--- src/rtl/fetch_queue_pkg.sv ---
// -----------------------------------------------------------------------------
// fetch_queue_pkg
//   Shared constants for the instruction-fetch front end.
//   - FQ_INST_W  : instruction width carried through the fetch queue.
//   - FQ_PC_STEP : byte distance between sequential fetch addresses.
//   - INST_NOP   : canonical NOP (addi x0,x0,0) presented to decode when the
//                  queue head is empty.
// -----------------------------------------------------------------------------
package fetch_queue_pkg;

    localparam int          FQ_INST_W  = 32;
    localparam int          FQ_PC_STEP = 4;
    localparam logic [31:0] INST_NOP   = 32'h0000_0013;

endpackage

--- src/rtl/fetch_fifo.sv ---
// -----------------------------------------------------------------------------
// fetch_fifo
//   Synchronous FIFO used as the fetch decoupling queue.
//   Head is read straight from the storage register (read-first), so a push
//   and a pop in the same cycle at count==1 hands out the old head and keeps
//   the new entry.
// Ports:
//   clk, rst     : clock, synchronous active-high reset
//   push, pop    : write din at tail / advance head (pop ignored when empty)
//   clear        : empty the FIFO this cycle, overriding push and pop
//   din, dout    : tail write data / current head data
//   count        : current occupancy, 0..DEPTH
// -----------------------------------------------------------------------------
module fetch_fifo #(
    parameter  int WIDTH = 64,
    parameter  int DEPTH = 4,
    localparam int PTR_W = $clog2(DEPTH),
    localparam int CNT_W = $clog2(DEPTH) + 1
) (
    input  logic             clk,
    input  logic             rst,
    input  logic             push,
    input  logic             pop,
    input  logic             clear,
    input  logic [WIDTH-1:0] din,
    output logic [WIDTH-1:0] dout,
    output logic [CNT_W-1:0] count
);

    logic [WIDTH-1:0] mem_q [DEPTH];
    logic [PTR_W-1:0] rd_ptr_q, rd_ptr_d;
    logic [PTR_W-1:0] wr_ptr_q, wr_ptr_d;
    logic [CNT_W-1:0] count_q, count_d;
    logic             do_pop;

    // NOTE: every signal assigned in always_comb gets a default first so no
    // path leaves it unassigned, which would infer a latch.
    always_comb begin
        do_pop   = pop && (count_q != '0);
        rd_ptr_d = rd_ptr_q;
        wr_ptr_d = wr_ptr_q;
        count_d  = count_q;
        if (clear) begin
            rd_ptr_d = '0;
            wr_ptr_d = '0;
            count_d  = '0;
        end else begin
            // DEPTH is a power of two, so the pointers wrap naturally.
            if (push)   wr_ptr_d = wr_ptr_q + 1'b1;
            if (do_pop) rd_ptr_d = rd_ptr_q + 1'b1;
            count_d = count_q + CNT_W'(push) - CNT_W'(do_pop);
        end
    end

    // NOTE: sequential state uses non-blocking assignments so every register
    // samples the pre-edge values regardless of statement order.
    always_ff @(posedge clk) begin
        if (rst) begin
            rd_ptr_q <= '0;
            wr_ptr_q <= '0;
            count_q  <= '0;
        end else begin
            rd_ptr_q <= rd_ptr_d;
            wr_ptr_q <= wr_ptr_d;
            count_q  <= count_d;
        end
    end

    // NOTE: the storage array is deliberately not reset; count/pointers
    // already mark it empty, and resetting it would only cost flops.
    always_ff @(posedge clk) begin
        if (push && !clear) mem_q[wr_ptr_q] <= din;
    end

    assign dout  = mem_q[rd_ptr_q];
    assign count = count_q;

endmodule

--- src/rtl/fetch_queue.sv ---
// -----------------------------------------------------------------------------
// fetch_queue
//   Instruction-fetch front end: owns the PC, issues one sequential imem read
//   per cycle while queue credit allows, tags each response with its PC and
//   buffers {pc, inst} in a DEPTH-entry FIFO read by decode via valid/ready.
//   A redirect flushes the queue, drops any arriving response and restarts
//   fetch at the (word-aligned) target.
// Ports:
//   clk, rst              : clock, synchronous active-high reset
//   imem_req, imem_addr   : read request and word-aligned address
//   imem_rdata            : instruction, valid one cycle after imem_req
//   redirect, redirect_pc : flush and restart target (bits [1:0] ignored)
//   out_valid, out_ready  : head handshake towards decode
//   out_inst, out_pc      : head instruction (NOP when empty) and its PC
//   count                 : queue occupancy
// -----------------------------------------------------------------------------
module fetch_queue
    import fetch_queue_pkg::*;
#(
    parameter  int              XLEN     = 32,
    parameter  int              DEPTH    = 4,
    parameter  logic [XLEN-1:0] RESET_PC = '0,
    localparam int              CNT_W    = $clog2(DEPTH) + 1
) (
    input  logic             clk,
    input  logic             rst,
    output logic             imem_req,
    output logic [XLEN-1:0]  imem_addr,
    input  logic [31:0]      imem_rdata,
    input  logic             redirect,
    input  logic [XLEN-1:0]  redirect_pc,
    output logic             out_valid,
    input  logic             out_ready,
    output logic [31:0]      out_inst,
    output logic [XLEN-1:0]  out_pc,
    output logic [CNT_W-1:0] count
);

    localparam int ENT_W = XLEN + FQ_INST_W;

    logic [XLEN-1:0]  pc_q, pc_d;
    logic [XLEN-1:0]  tag_q, tag_d;
    logic             inflight_q, inflight_d;
    logic             pop, push, issue;
    logic [CNT_W:0]   credit_used;
    logic [CNT_W-1:0] fifo_count;
    logic [ENT_W-1:0] fifo_dout;
    logic             unused_pc_lsbs;

    assign unused_pc_lsbs = ^redirect_pc[1:0];

    assign out_valid = (fifo_count != '0);
    assign pop       = out_valid && out_ready;

    // Slots already spoken for: queued entries plus the response in flight,
    // minus the one decode is taking this cycle. Issue only while a slot is
    // guaranteed for the response arriving next cycle.
    assign credit_used = {1'b0, fifo_count} + (CNT_W+1)'(inflight_q) - (CNT_W+1)'(pop);
    assign issue       = !rst && !redirect && (credit_used < (CNT_W+1)'(DEPTH));

    // A response landing in a redirect or reset cycle belongs to the old
    // stream and is dropped.
    assign push = inflight_q && !redirect && !rst;

    always_comb begin
        pc_d       = pc_q;
        tag_d      = tag_q;
        inflight_d = 1'b0;
        if (redirect) begin
            pc_d = {redirect_pc[XLEN-1:2], 2'b00};
        end else if (issue) begin
            pc_d       = pc_q + XLEN'(FQ_PC_STEP);
            tag_d      = pc_q;
            inflight_d = 1'b1;
        end
    end

    always_ff @(posedge clk) begin
        if (rst) begin
            pc_q       <= RESET_PC;
            tag_q      <= '0;
            inflight_q <= 1'b0;
        end else begin
            pc_q       <= pc_d;
            tag_q      <= tag_d;
            inflight_q <= inflight_d;
        end
    end

    fetch_fifo #(
        .WIDTH (ENT_W),
        .DEPTH (DEPTH)
    ) u_fifo (
        .clk   (clk),
        .rst   (rst),
        .push  (push),
        .pop   (pop),
        .clear (redirect),
        .din   ({tag_q, imem_rdata}),
        .dout  (fifo_dout),
        .count (fifo_count)
    );

    assign imem_req  = issue;
    assign imem_addr = pc_q;
    assign out_inst  = out_valid ? fifo_dout[FQ_INST_W-1:0] : INST_NOP;
    assign out_pc    = fifo_dout[ENT_W-1:FQ_INST_W];
    assign count     = fifo_count;

    // The credit rule makes overflow impossible; catch any regression.
    assert property (@(posedge clk) disable iff (rst)
                     !(push && fifo_count == CNT_W'(DEPTH)));

endmodule

--- config.mk ---
export PLATFORM = sky130hd
export DESIGN_NAME = fetch_queue
export DESIGN_NICKNAME = d
export VERILOG_FILES = /design/src/rtl/fetch_queue_pkg.sv /design/src/rtl/fetch_fifo.sv /design/src/rtl/fetch_queue.sv
export SDC_FILE = /design/constraint.sdc
export NUM_CORES = 1
export LEC_CHECK = 0
export ABC_AREA = 1
export ABC_CLOCK_PERIOD_IN_PS = 4200
export CELL_PAD_IN_SITES_DETAIL_PLACEMENT = 2
export CELL_PAD_IN_SITES_GLOBAL_PLACEMENT = 2
export CORE_ASPECT_RATIO = 0.9
export CORE_MARGIN = 4
export CORE_UTILIZATION = 33
export DETAILED_ROUTE_END_ITERATION = 6
export GPL_TIMING_DRIVEN = 0
export PLACE_DENSITY = 0.78
export SYNTH_ARGS = -nofsm -noshare
export SYNTH_HDL_FRONTEND = slang
export SYNTH_HIERARCHICAL = 1
export SYNTH_SLANG_ARGS = --single-unit
export TNS_END_PERCENT = 20
--- constraint.sdc ---
create_clock -name clk -period 4.2 [get_ports clk]
set_input_delay 0.63 -clock clk [delete_from_list [all_inputs] [get_ports clk]]
set_output_delay 0.63 -clock clk [all_outputs]
set_load 0.02 [all_outputs]
Word-level counts from Yosys, hierarchy flattened:

Memories as Yosys holds them, arrays and structs flattened. A register that Yosys moved wholly into a read port is not among the register bits.
Cells that the tools add are included.
W data, S select, Z words.

* memories: 1
* word-level logic and storage cells: 38
* output and inout port bits: 101
* bits of input ports: 68
* register bits: 72
* memory bits (writable): 256

* bitwise operators: 1
* order comparisons: 1
* reduce and logical (&&, ||, !) cells: 13
* multiplexer cells: 8
* $add $sub $neg: 7

Memories
* u_fifo.mem_q: words 4, bits a word 64, read ports 1, clocked after memory_dff 1, wr ports 1, line fetch_fifo.sv:30 `logic [WIDTH-1:0] mem_q [DEPTH];`

Operators with widths (number)
* $mux W32: 3
* $add A32 B3 Y32 const B: 1
* $logic_and A1 B1 Y1: 7
* $add A2 B1 Y2 const B: 2
* $add A3 B1 Y4: 1
* $lt A4 B3 Y1 const B: 1
* $mux W2: 2
* $sub A4 B1 Y4: 1
* $add A3 B1 Y3: 1
* $mux W1: 3
* $reduce_bool A3 Y1: 1
* $sub A3 B1 Y3: 1
* $logic_not A1 Y1: 2
* $reduce_and A2 Y1: 1
* $reduce_bool A2 Y1: 1
* $reduce_or A2 Y1: 1
* $not A1 Y1: 1

Longest topological paths before layout:

Gate-level depths: netlist of the first run.

* word-level depth: 7
* depth in mapped cells: 17
* mapped depth without buffers: 15

Modules after synthesis:

The synthesis of the first run kept the hierarchy.

By module, submodules not included
* fetch_fifo: area each 9970.8 µm², cells each 682, times used 1, seq. area each 7867.5 µm²
* fetch_queue: area each 3799.9 µm², cells each 629, times used 1, seq. area each 1221.2 µm²

Worst setup path after synthesis of the first run:

OpenSTA, ideal clock, no wires.

* path kind: input to register
* start: input port redirect
* end: memory u_fifo.mem_q[0][0], enable pin
* slack: -0.343 ns
* setup time: 0.486 ns
* arrival: 4.057 ns
* data required time: 3.714 ns
* cell stages on the path: 7
* buffers on the path: 1
* path through: buf_6 > nor2_2 > inv_1 > nor2_1 > inv_1 > or2_2 > nor2_1

* longest elaborated chain between the ends: 6

Ends and longest elaborated chain
* start, declared: line fetch_queue.sv:30 `input logic redirect,`
* $logic_not A1 Y1: line fetch_queue.sv:63 `assign push = inflight_q && !redirect && !rst;`
* $logic_and A1 B1 Y1 (2 in series): line fetch_queue.sv:63
* net push: line fetch_queue.sv:44 `logic pop, push, issue;`
* $logic_and A1 B1 Y1: line fetch_fifo.sv:72 `if (push && !clear) mem_q[wr_ptr_q] <= din;`
* $mux W1: line fetch_fifo.sv:72
* $mux W1 (not written as such): line fetch_fifo.sv:72
* end, declared: line fetch_fifo.sv:30

The timed path passes the listed nets, and every way through them passes these cells.

Worst setup path after layout of the first run:

* start: register u_fifo.count_q[0], in the netlist u_fifo/count[0]
* end: output port imem_req

* longest elaborated chain between the ends: 5
* elaborated cells between the ends (all ways): 6
* classes of those cells: 2 x add/sub; 1 x order compare; 3 x reduce/logical

Ends and longest elaborated chain
* start, declared: line fetch_fifo.sv:33 `logic [CNT_W-1:0] count_q, count_d;`
* start signal, assigned: line fetch_fifo.sv:65 `count_q <= count_d;`
* $reduce_bool A3 Y1: line fetch_queue.sv:52 `assign out_valid = (fifo_count != '0);`
* $logic_and A1 B1 Y1: line fetch_queue.sv:53 `assign pop = out_valid && out_ready;`
* net pop: line fetch_queue.sv:44
* $sub A4 B1 Y4: line fetch_queue.sv:58 `assign credit_used = {1'b0, fifo_count} + (CNT_W+1)'(inflight_q) - (CNT_W+1)'(pop);`
* $lt A4 B3 Y1: line fetch_queue.sv:59 `assign issue = !rst && !redirect && (credit_used < (CNT_W+1)'(DEPTH));`
* $logic_and A1 B1 Y1: line fetch_queue.sv:59
* end, declared: line fetch_queue.sv:27 `output logic imem_req,`

The timed path passes the listed nets, and every way through them passes these cells.

==> impl.org, run 1 <==
** Routing
- Before antenna repair, the detailed router went through 4 iterations.
- Routed length per placed instance :: 22.8 um
- After detailed routing, the total wire length is 48000 um.
- Using the TritonRoute via totals, the vias-per-cell ratio works out to 5.12.
- Initial drt markers :: 501
- DRC violations left :: 0
- Once detail routing completed, the nets flagged for antenna violations numbered 0.
- Across all layers, the routed design uses 10.8k vias.

** Setup path
- Data required time of the critical path :: ~3.6 ns
- Worst r2r path cells :: 17
- In this run the critical register-to-register path is launched from u_fifo/count[0]$_SDFF_PP0_.
- FF-to-FF End :: imem_addr[22]$_SDFFE_PP0P_
- Capture point of the worst path :: imem_req
- Type of the worst setup path :: reg -> out
- The worst register-to-register path has a setup slack of 1.16 ns.
- In this run the worst path has a maximum fanout of 10.
- Worst setup EP type :: output port
- STA puts the critical path data arrival time at between 3 and 4 ns.
- The worst setup path is launched from a flip-flop.
- Worst setup startpoint :: u_fifo/count[0]$_SDFF_PP0_

** Hold path
- The min-delay analysis places its worst path in the category reg -> reg.
- The startpoint identified for the worst hold timing path is tag_q[26]$_SDFFE_PP0P_.

** Yosys
- Mapped Avg Cell Area :: 10.5 um2
- Unique masters post-synth :: 39
- During synthesis, Yosys emitted a total of 6 warnings.
- Top FF cell, synth :: sky130_fd_sc_hd__edfxtp_1
- After synthesis the netlist holds a flip-flop and latch count of 326.
- Most frequent cells after synthesis :: 256 x sky130_fd_sc_hd__edfxtp_1, 233 x sky130_fd_sc_hd__nor2_1, 185 x sky130_fd_sc_hd__nand2_1
- Proportion of synthesized flip-flops having asynchronous set or reset :: 0%
- Synth Cell Area :: 13800 um2
- Syn Inst Count :: around 1.3k
- The share of synthesized area in the top cell type comes to 55.8%.
- Most used standard cell by instance count after synthesis :: sky130_fd_sc_hd__edfxtp_1
- Sequential cell area fraction in the yosys report :: 66.0%
- sky130_fd_sc_hd__edfxtp_1 takes more of the synthesized area than any other cell.
- Most area-consuming cells after synthesis :: sky130_fd_sc_hd__edfxtp_1 56%, sky130_fd_sc_hd__dfxtp_1 10%, sky130_fd_sc_hd__nor2_1 6.4%
- Yosys mapped a number of flops with a built-in enable equal to about 260.

** Finish
- From synthesis to final layout, the design area changed by 28.2%.
- Core utilization of the finished layout :: 43.2%
- Area of the multi-input gates :: slightly below 4000 um2
- Cells with a size suffix above 1 make up 9.27% of the layout.
- In the final layout, flip-flops and latches occupy 9090 um2.
- Filler Cells Inserted :: roughly 4.3k
- 0 antenna diodes ended up in the layout.
- After routing the design area is 17700 um2.
- At the end of the flow, the number of nets in the layout was about 1.6k.

** STA
- Highest attainable clock frequency :: 0.255 GHz
- Slew headroom :: a little under two fifths
- Max Transition Viols Final :: 0
- Number of endpoints with negative hold slack in the final report :: 0
- For the pin with the worst max-slew slack, the measured transition is 0.926 ns.
- After layout, the worst path uses between 90 and 100% of the clock period.
- Setup violations remaining at the end of the flow were counted as 0.
- The smallest clock period supported by the final layout is computed as 3.93 ns.
- Final setup skew :: 0.0163 ns
- Setup repair after global routing left no endpoint under its margin.

** Clock tree
- In this run, post-CTS hold repair placed 0 buffers.
- The tree is rooted in a sky130_fd_sc_hd__clkbuf_16.
- The later pin in the worst-skew pair is clocked with a latency of 0.53 ns.
- Buffers inserted during clock tree synthesis total 38.
- Htree depth :: 2
- CTS Sinks :: 326
- TritonCTS built the clock tree.
- The longest clock path from root to sink contains 3 buffers.
- Clk slew on worst S/H paths :: 0.06 ns

** Floorplan
- The initial utilization of the core area, before any placement, comes to 33.7%.
- Overall die area :: 45100 um2
- Number of rows in the core area :: 70
- X dimension of the die :: between 200 and 250 um
- Pin placement for this block handled 169 I/O pins.
- Die H :: 202 um
- Area of the core :: 40900 um2

** Power
- Static leakage :: about 6.4 nW
- For this design the ratio of total power to cell area is roughly 420 nW/um2.
- Peak ir drop on the vdd network :: 0.263 mV

** Placed design
- Routability Congestion :: approximately 0.85
- Placed inst area :: between 15000 and 20000 um2
- Summed over all nets, the half-perimeter wirelength after detailed placement is 32700 um.
- During placement, the flow inserted port buffers numbering 164.

** Global routing
- Global routing consumed, over all layers together, 20.6% of the routing resources.
- Entering global routing, the biggest net connects 29 pins.
- The number of antenna violations at the first check in global routing came to 0.
- Congestion Overflow GR :: 0
- First-pass GRT wire length :: just over 70000 um
- The number of global-route vias before repair was 11.9k.

** Run
- Maximum capacitance violations :: 0

** Run status
- Outcome :: finished, final reports clean
final cells by class:
| class | count | area share (%) |
|---|---|---|
| Buffer | 70 | 2.64 |
| Inverter | 103 | 2.20 |
| Multi-Input combinational cell | 821 | 22.2 |
| Clock inverter | 18 | 1.38 |
| Clock buffer | 52 | 5.92 |
| Tap cell | 540 | 3.83 |
| Sequential cell | 326 | 51.5 |
| Timing Repair Buffer | 174 | 10.4 |
layer usage:
metal | wire length (um) | GRT usage [%] | vias up | part of all wire, %
li1 | - | - | 4957 | -
met1 | 20500 | 25.8 | 5507 | 43
met2 | 24400 | 37.2 | 246 | 51
met3 | 1830 | 2.96 | 71 | 3.8
met4 | 1310 | 5.92 | 0 | 2.7
met5 | 0 | 0 | - | 0
report_power, final:
| group | leakage, nW | total (W) | switching [W] | internal (W) |
|---|---|---|---|---|
| Sequential | 2.92 | 0.00359 | 0.0000679 | 0.00353 |
| Clock | 0.621 | 0.00341 | 0.00134 | 0.00206 |
| Combinational | 2.89 | 0.000358 | 0.000206 | 0.000152 |
registers in the layout, indices dropped and copies added (netlist names), named ones only:
name             count
u_fifo/mem_q       256
u_fifo/rd_ptr_q      2
inflight_q           1
tag_q               30
u_fifo/wr_ptr_q      2
imem_addr           30
u_fifo/count         3
cells by family after synthesis:
| kind of cell | Yosys count | share of synthesized area [%] |
|---|---|---|
| AND/OR/NAND/NOR | 498 | 15.0 |
| buffers and inverters | 173 | 6.18 |
| flip-flops | 326 | 66.0 |
| other | 1 | 0.0272 |
| adder cells (fa/ha/maj) | 11 | 1.05 |
| AO/OA/AOI/OAI | 302 | 11.8 |
layout by cell type, fill, tap and decap left out, drive strengths merged, types with 5 or more instances in the layout:
master and instances:
edfxtp 256, nor2 242, nand2 193, o21ai 171, clkdlybuf4s50 163, inv 101
clkbuf 83, dfxtp 70, o22ai 64, a21oi 56, nand3 55, buf 47
clkinv 13, ha 10, conb 10, a22oi 5, bufinv 5
timing repair:
item / CTS / global route
endpoints found under the setup margin: 1 / 0
gates resized for setup: 7 / 0
setup buffers: 2 / 0
endpoints found under the hold margin: 0 / 0
worst min-delay path by stage:
stage	slack [ns]	to	cells past startpoint
2_1_floorplan	0.45	flip-flop	2
3_3_place_gp	0.47	u_fifo/rd_ptr_q[0]$_SDFFE_PP0P_	2
3_5_place_dp	0.49	u_fifo/mem_q[0][47]$_DFFE_PP_	0
4_1_cts	0.51	u_fifo/mem_q[2][58]$_DFFE_PP_	0
5_1_grt	0.53	u_fifo/mem_q[2][44]$_DFFE_PP_	0
6_report	0.51	u_fifo/mem_q[2][58]$_DFFE_PP_	0
metrics by stage:
step	TNS (ns)	worst slack, ns	instances	hold slack (ns)	total power [W]
6_report	0	0.275	2104	0.509	0.00736
5_1_grt	0	0.0691	2104	0.529	0.00763
4_1_cts	0	0.237	2104	0.511	0.00744
3_5_place_dp	-0.519	-0.519	2032	0.493	0.00401
3_3_place_gp	-848.25	-3.48	2024	0.466	0.00399
2_1_floorplan	-87.86	-0.343	1320	0.448	0.00380
worst max-delay path: stages (launching register included):
cell and delay [ns]:
sky130_fd_sc_hd__dfxtp_1 0.39, sky130_fd_sc_hd__nor3_4 0.31, sky130_fd_sc_hd__clkbuf_4 0.31, sky130_fd_sc_hd__nor2_4 0.07
sky130_fd_sc_hd__ha_1 0.18, sky130_fd_sc_hd__inv_1 0.05, sky130_fd_sc_hd__ha_1 0.24, sky130_fd_sc_hd__nand3_1 0.13
sky130_fd_sc_hd__nand2_1 0.07, sky130_fd_sc_hd__nand2_1 0.08, sky130_fd_sc_hd__nand3_2 0.12, sky130_fd_sc_hd__nor2_4 0.18
sky130_fd_sc_hd__buf_2 0.25, sky130_fd_sc_hd__dlygate4sd2_1 0.37
Power figures use the tool's default switching activity.
==> run 2: changes to the inputs <==
--- a/config.mk
+++ b/config.mk
@@ -11,12 +11,11 @@
 export CELL_PAD_IN_SITES_GLOBAL_PLACEMENT = 2
 export CORE_ASPECT_RATIO = 0.9
 export CORE_MARGIN = 4
-export CORE_UTILIZATION = 33
+export CORE_UTILIZATION = 32
 export DETAILED_ROUTE_END_ITERATION = 6
 export GPL_TIMING_DRIVEN = 0
-export PLACE_DENSITY = 0.78
+export PLACE_DENSITY = 0.76
 export SYNTH_ARGS = -nofsm -noshare
 export SYNTH_HDL_FRONTEND = slang
-export SYNTH_HIERARCHICAL = 1
 export SYNTH_SLANG_ARGS = --single-unit
 export TNS_END_PERCENT = 20
==> impl.org, run 2 <==
** Run status
- The flow ran to the end, and the final reports show no timing, DRC or antenna violations.

** STA
- The final number of max-transition violations was 0 (unchanged).
- Fraction of the cycle the final worst path needs :: 94.6% (+1.2 points)
- The relative slew slack came to 41.6% (+3.5 points).
- Highest attainable clock frequency :: 0.252 GHz (-1.2%)
- The setup slack after layout came to 0.226 ns (-0.0488 ns).
- Number of setup violations in the final report :: 0 (unchanged)
- Final setup skew :: 0.0212 ns (+0.00482 ns)
- The number of hold violations in the final report was 0 (unchanged).
- The post-layout minimum cycle time came to 3.97 ns (+0.0488 ns).
- The transition time at the pin with the least slew margin came to 0.874 ns (-0.0524 ns).

** Routing
- The initial DRC count came to 699 (+40%).
- Routed length per placed instance :: 22.4 um (-2.1%)
- The routed wire length was 45900 um (-4.5%).
- DR vias :: 10.3k (-4.7%)
- Number of iterations in the first detailed-routing pass :: 5 (+1)
- The per-cell via count in the routed design is 5.01 (-2.3%).
- The number of antenna-violating nets in the routed design is 0 (unchanged).
- DRC violations left :: 0 (unchanged)

** Setup path
- Worst path arrival time :: 3.34 ns (+0.04 ns)
- The worst setup path is launched from a flip-flop.
- The required time at the worst-slack endpoint is 3.57 ns (about the same).
- Type of the worst setup path :: reg -> out
- Worst setup EP type :: output port
- Critical path peak fanout :: 10 (unchanged)

** Placed design
- The count of port buffers added during placement was 161 (-1.8%).
- Setup Slack @ Placement :: -0.185 ns (+0.334 ns)
- The placed wire-length estimate after detailed placement is 32600 um (-0.37%).
- Placed inst area :: 15800 um2 (-3.4%)
- Routability Congestion :: 0.798 (-6.1%)

** Finish
- The flip-flop count of the largest register after layout was 248 (-3.1%).
- The fraction of layout instances using a drive strength above 1 was 8.00% (-1.3 points).
- Relative to the synthesized area, the layout overhead comes to 27.7%.
- Post-layout nets :: 1564 (-3.0%)
- Area taken by flip-flops and latches :: 8850 um2 (-2.7%)
- The final instance area is 16900 um2 (-4.1%).
- Core utilization of the finished layout :: 41.5% (-1.7 points)
- The area of the multi-input gates came to 3860 um2 (-1.4%).
- The count of inserted antenna diode cells was 0 (unchanged).
- Register with the highest flop count :: u_fifo.mem_q
- The library cell used most frequently in the layout, excluding fill and tap cells, is sky130_fd_sc_hd__edfxtp_1.
- The library cells used most frequently in the layout, excluding fill and tap cells, are 248 x sky130_fd_sc_hd__edfxtp_1, 242 x sky130_fd_sc_hd__nor2_1, 174 x sky130_fd_sc_hd__nand2_1, 160 x sky130_fd_sc_hd__clkdlybuf4s50_1, 158 x sky130_fd_sc_hd__o21ai_0.
- Filler Cells Inserted :: 4347 (+1.9%)

** Yosys
- The number of synthesized flops with an enable pin is 248 (-3.1%).
- Mapped Avg Cell Area :: 10.4 um2 (-0.87%)
- Most used standard cell by instance count after synthesis :: sky130_fd_sc_hd__edfxtp_1
- Top cell type's share of synthesized area :: 56.1% (+0.32 points)
- Synth Cell Area :: 13300 um2 (-3.7%)
- Cell type with the largest total area after synthesis :: sky130_fd_sc_hd__edfxtp_1
- The post-synthesis sequential area ratio was 66.7% (+0.70 points).
- The total of flip-flops plus latches after synthesis was 318 (-2.5%).
- The number of warnings issued by yosys is 0 (-6).
- The number of distinct library cells after synthesis came to 37 (-5.1%).
- Yosys attributes the largest share of cell area to sky130_fd_sc_hd__edfxtp_1 56%, sky130_fd_sc_hd__dfxtp_1 11%, sky130_fd_sc_hd__nor2_1 7.0%.
- Proportion of synthesized flip-flops having asynchronous set or reset :: 0% (unchanged)
- Most frequent cells after synthesis :: 248 x sky130_fd_sc_hd__edfxtp_1, 246 x sky130_fd_sc_hd__nor2_1, 174 x sky130_fd_sc_hd__nand2_1
- The gate count after technology mapping came to 1274 (-2.8%).
- Top FF cell, synth :: sky130_fd_sc_hd__edfxtp_1

** Floorplan
- Initial cell density of the core :: 32.5% (-1.2 points)
- Number of rows in the core area :: 70 (unchanged)
- Overall die area :: 44800 um2 (-0.63%)
- X dimension of the die :: 223 um (-0.32%)
- Die H :: 201 um (-0.32%)
- Top-level I/O count :: 169 (unchanged)
- The core region area was 40800 um2 (-0.21%).

** Power
- The ratio of total power to cell area is 425 nW/um2 (+2.0%).
- Static leakage :: 6.00 nW (-6.7%)
- The maximum vdd ir drop is 0.224 mV (-15%).

** Global routing
- The total global-route track usage is 19.9% (-0.72 points).
- First-pass GRT wire length :: 69600 um (-3.8%)
- Number of global-route vias before repair :: 11.6k (-3.1%)
- The total global routing overflow was 0 (unchanged).
- The largest net degree at the start of global routing is 28 (-3.4%).
- The number of antenna violations at the first check in global routing came to 1 (+1).

** Clock tree
- The post-CTS clock slew at the launch and capture registers of the worst setup and hold paths is 0.05 ns (about the same).
- The number of H-tree branching levels was 2 (unchanged).
- Clock network latency to the later pin of the worst-skew pair :: 0.54 ns (about the same)
- Hold-fix buffer count after cts :: 0 (unchanged)
- Clock tree from TritonCTS :: built
- Number of buffers created by CTS :: 37 (-2.6%)
- The tree is rooted in a sky130_fd_sc_hd__clkbuf_16.
- Buffer depth of the longest clock path :: 3 (unchanged)
- CTS Sinks :: 318 (-2.5%)

** Hold path
- The worst hold path belongs to the class reg -> reg.

** Run
- Maximum capacitance violations :: 0 (unchanged)
run 2: changes by cell type in the layout (fill, tap and decap cells not counted), moves of 18 or more:
cell	before	now
sky130_fd_sc_hd__clkbuf_1	34	52
sky130_fd_sc_hd__a21oi_1	56	86
sky130_fd_sc_hd__o22ai_1	64	30
sky130_fd_sc_hd__inv_1	96	67
sky130_fd_sc_hd__o21ai_0	112	158
sky130_fd_sc_hd__o21ai_1	59	9
run 2: path summary, 6_finish.rpt:
path | from | cells past startpoint | to | slack [ns]
max reg2reg | u_fifo.count[2]$_SDFF_PP0_ | 17 | imem_addr[30]$_SDFFE_PP0P_ | 1.32
max | u_fifo.count[2]$_SDFF_PP0_ | 15 | imem_req | 0.23
min | u_fifo.rd_ptr_q[1]$_SDFFE_PP0P_ | 2 | flip-flop | 0.49
min reg2reg | u_fifo.rd_ptr_q[1]$_SDFFE_PP0P_ | 2 | flip-flop | 0.49
run 2: cell type report:
cell class,count,area share (%)
Buffer,72,1.99
Sequential cell,318,52.2
Timing Repair Buffer,170,10.6
Multi-Input combinational cell,813,22.8
Clock buffer,49,5.86
Inverter,74,1.65
Tap cell,540,3.99
Clock inverter,16,0.820
run 2: worst max-delay path, stage by stage, from the launching register on:
cell and delay (ns):
sky130_fd_sc_hd__dfxtp_1 0.38, sky130_fd_sc_hd__nor3_4 0.23, sky130_fd_sc_hd__inv_1 0.14, sky130_fd_sc_hd__nand2_1 0.10, sky130_fd_sc_hd__inv_1 0.10, sky130_fd_sc_hd__ha_1 0.20, sky130_fd_sc_hd__inv_1 0.13, sky130_fd_sc_hd__ha_1 0.27
sky130_fd_sc_hd__nand4_1 0.13, sky130_fd_sc_hd__nand2_1 0.08, sky130_fd_sc_hd__nand2_1 0.08, sky130_fd_sc_hd__nand2_2 0.09, sky130_fd_sc_hd__nor2_4 0.22, sky130_fd_sc_hd__buf_6 0.19, sky130_fd_sc_hd__buf_4 0.20, sky130_fd_sc_hd__clkdlybuf4s15_2 0.29
run 2: per-layer routing:
metal | vias to the layer above | track usage (%) | part of all wire, %
met5 | - | 0 | 0.024
met4 | 2 | 4.56 | 1.8
met3 | 56 | 3.09 | 3.8
met2 | 218 | 36.2 | 51
met1 | 5171 | 24.9 | 43
li1 | 4830 | - | -
run 2: timing repair:
item	CTS	global route
setup endpoints to repair	1	1
pin swaps	0	2
endpoints found under the hold margin	0	0
gates resized for setup	6	1
buffers inserted	0	1
run 2: report_power, final:
| group | total, W | internal (W) | switching (W) |
|---|---|---|---|
| clock network | 0.00306 | 0.00179 | 0.00127 |
| registers | 0.00358 | 0.00348 | 0.0000945 |
| logic | 0.000565 | 0.000223 | 0.000341 |
run 2: stage by stage:
step / instances / power [W] / TNS [ns] / hold slack [ns]
final: 2052 / 0.00720 / 0 / 0.489
after global routing: 2052 / 0.00747 / -0.00200 / 0.518
after CTS: 2051 / 0.00727 / 0 / 0.498
after detailed placement: 1986 / 0.00420 / -0.185 / 0.488
after global placement: 1978 / 0.00417 / -713.68 / 0.453
after floorplan: 1277 / 0.00388 / -26.00 / 0.436
run 2: logic make-up (layout without fill, tap and decap cells):
| family | count (synthesis) | count (layout) | synth area share, % |
|---|---|---|---|
| AOI/OAI and AO/OA | 298 | 298 | 11.9 |
| xor gates and xnor gates | 1 | 1 | 0.0660 |
| adders and majority gates | 10 | 10 | 1.00 |
| buffers and inverters | 146 | 381 | 4.63 |
| DFF | 318 | 318 | 66.7 |
| other | 1 | 4 | 0.0283 |
| and+or+nand+nor | 500 | 500 | 15.7 |
==> run 3: changes to the inputs <==
--- a/config.mk
+++ b/config.mk
@@ -11,11 +11,12 @@
 export CELL_PAD_IN_SITES_GLOBAL_PLACEMENT = 2
 export CORE_ASPECT_RATIO = 0.9
 export CORE_MARGIN = 4
-export CORE_UTILIZATION = 32
+export CORE_UTILIZATION = 33
 export DETAILED_ROUTE_END_ITERATION = 6
 export GPL_TIMING_DRIVEN = 0
-export PLACE_DENSITY = 0.76
+export PLACE_DENSITY = 0.78
 export SYNTH_ARGS = -nofsm -noshare
 export SYNTH_HDL_FRONTEND = slang
+export SYNTH_HIERARCHICAL = 1
 export SYNTH_SLANG_ARGS = --single-unit
 export TNS_END_PERCENT = 20
==> results of run 3 <==
Same layout as run 1: the final DEF is identical, and so are final timing and power.
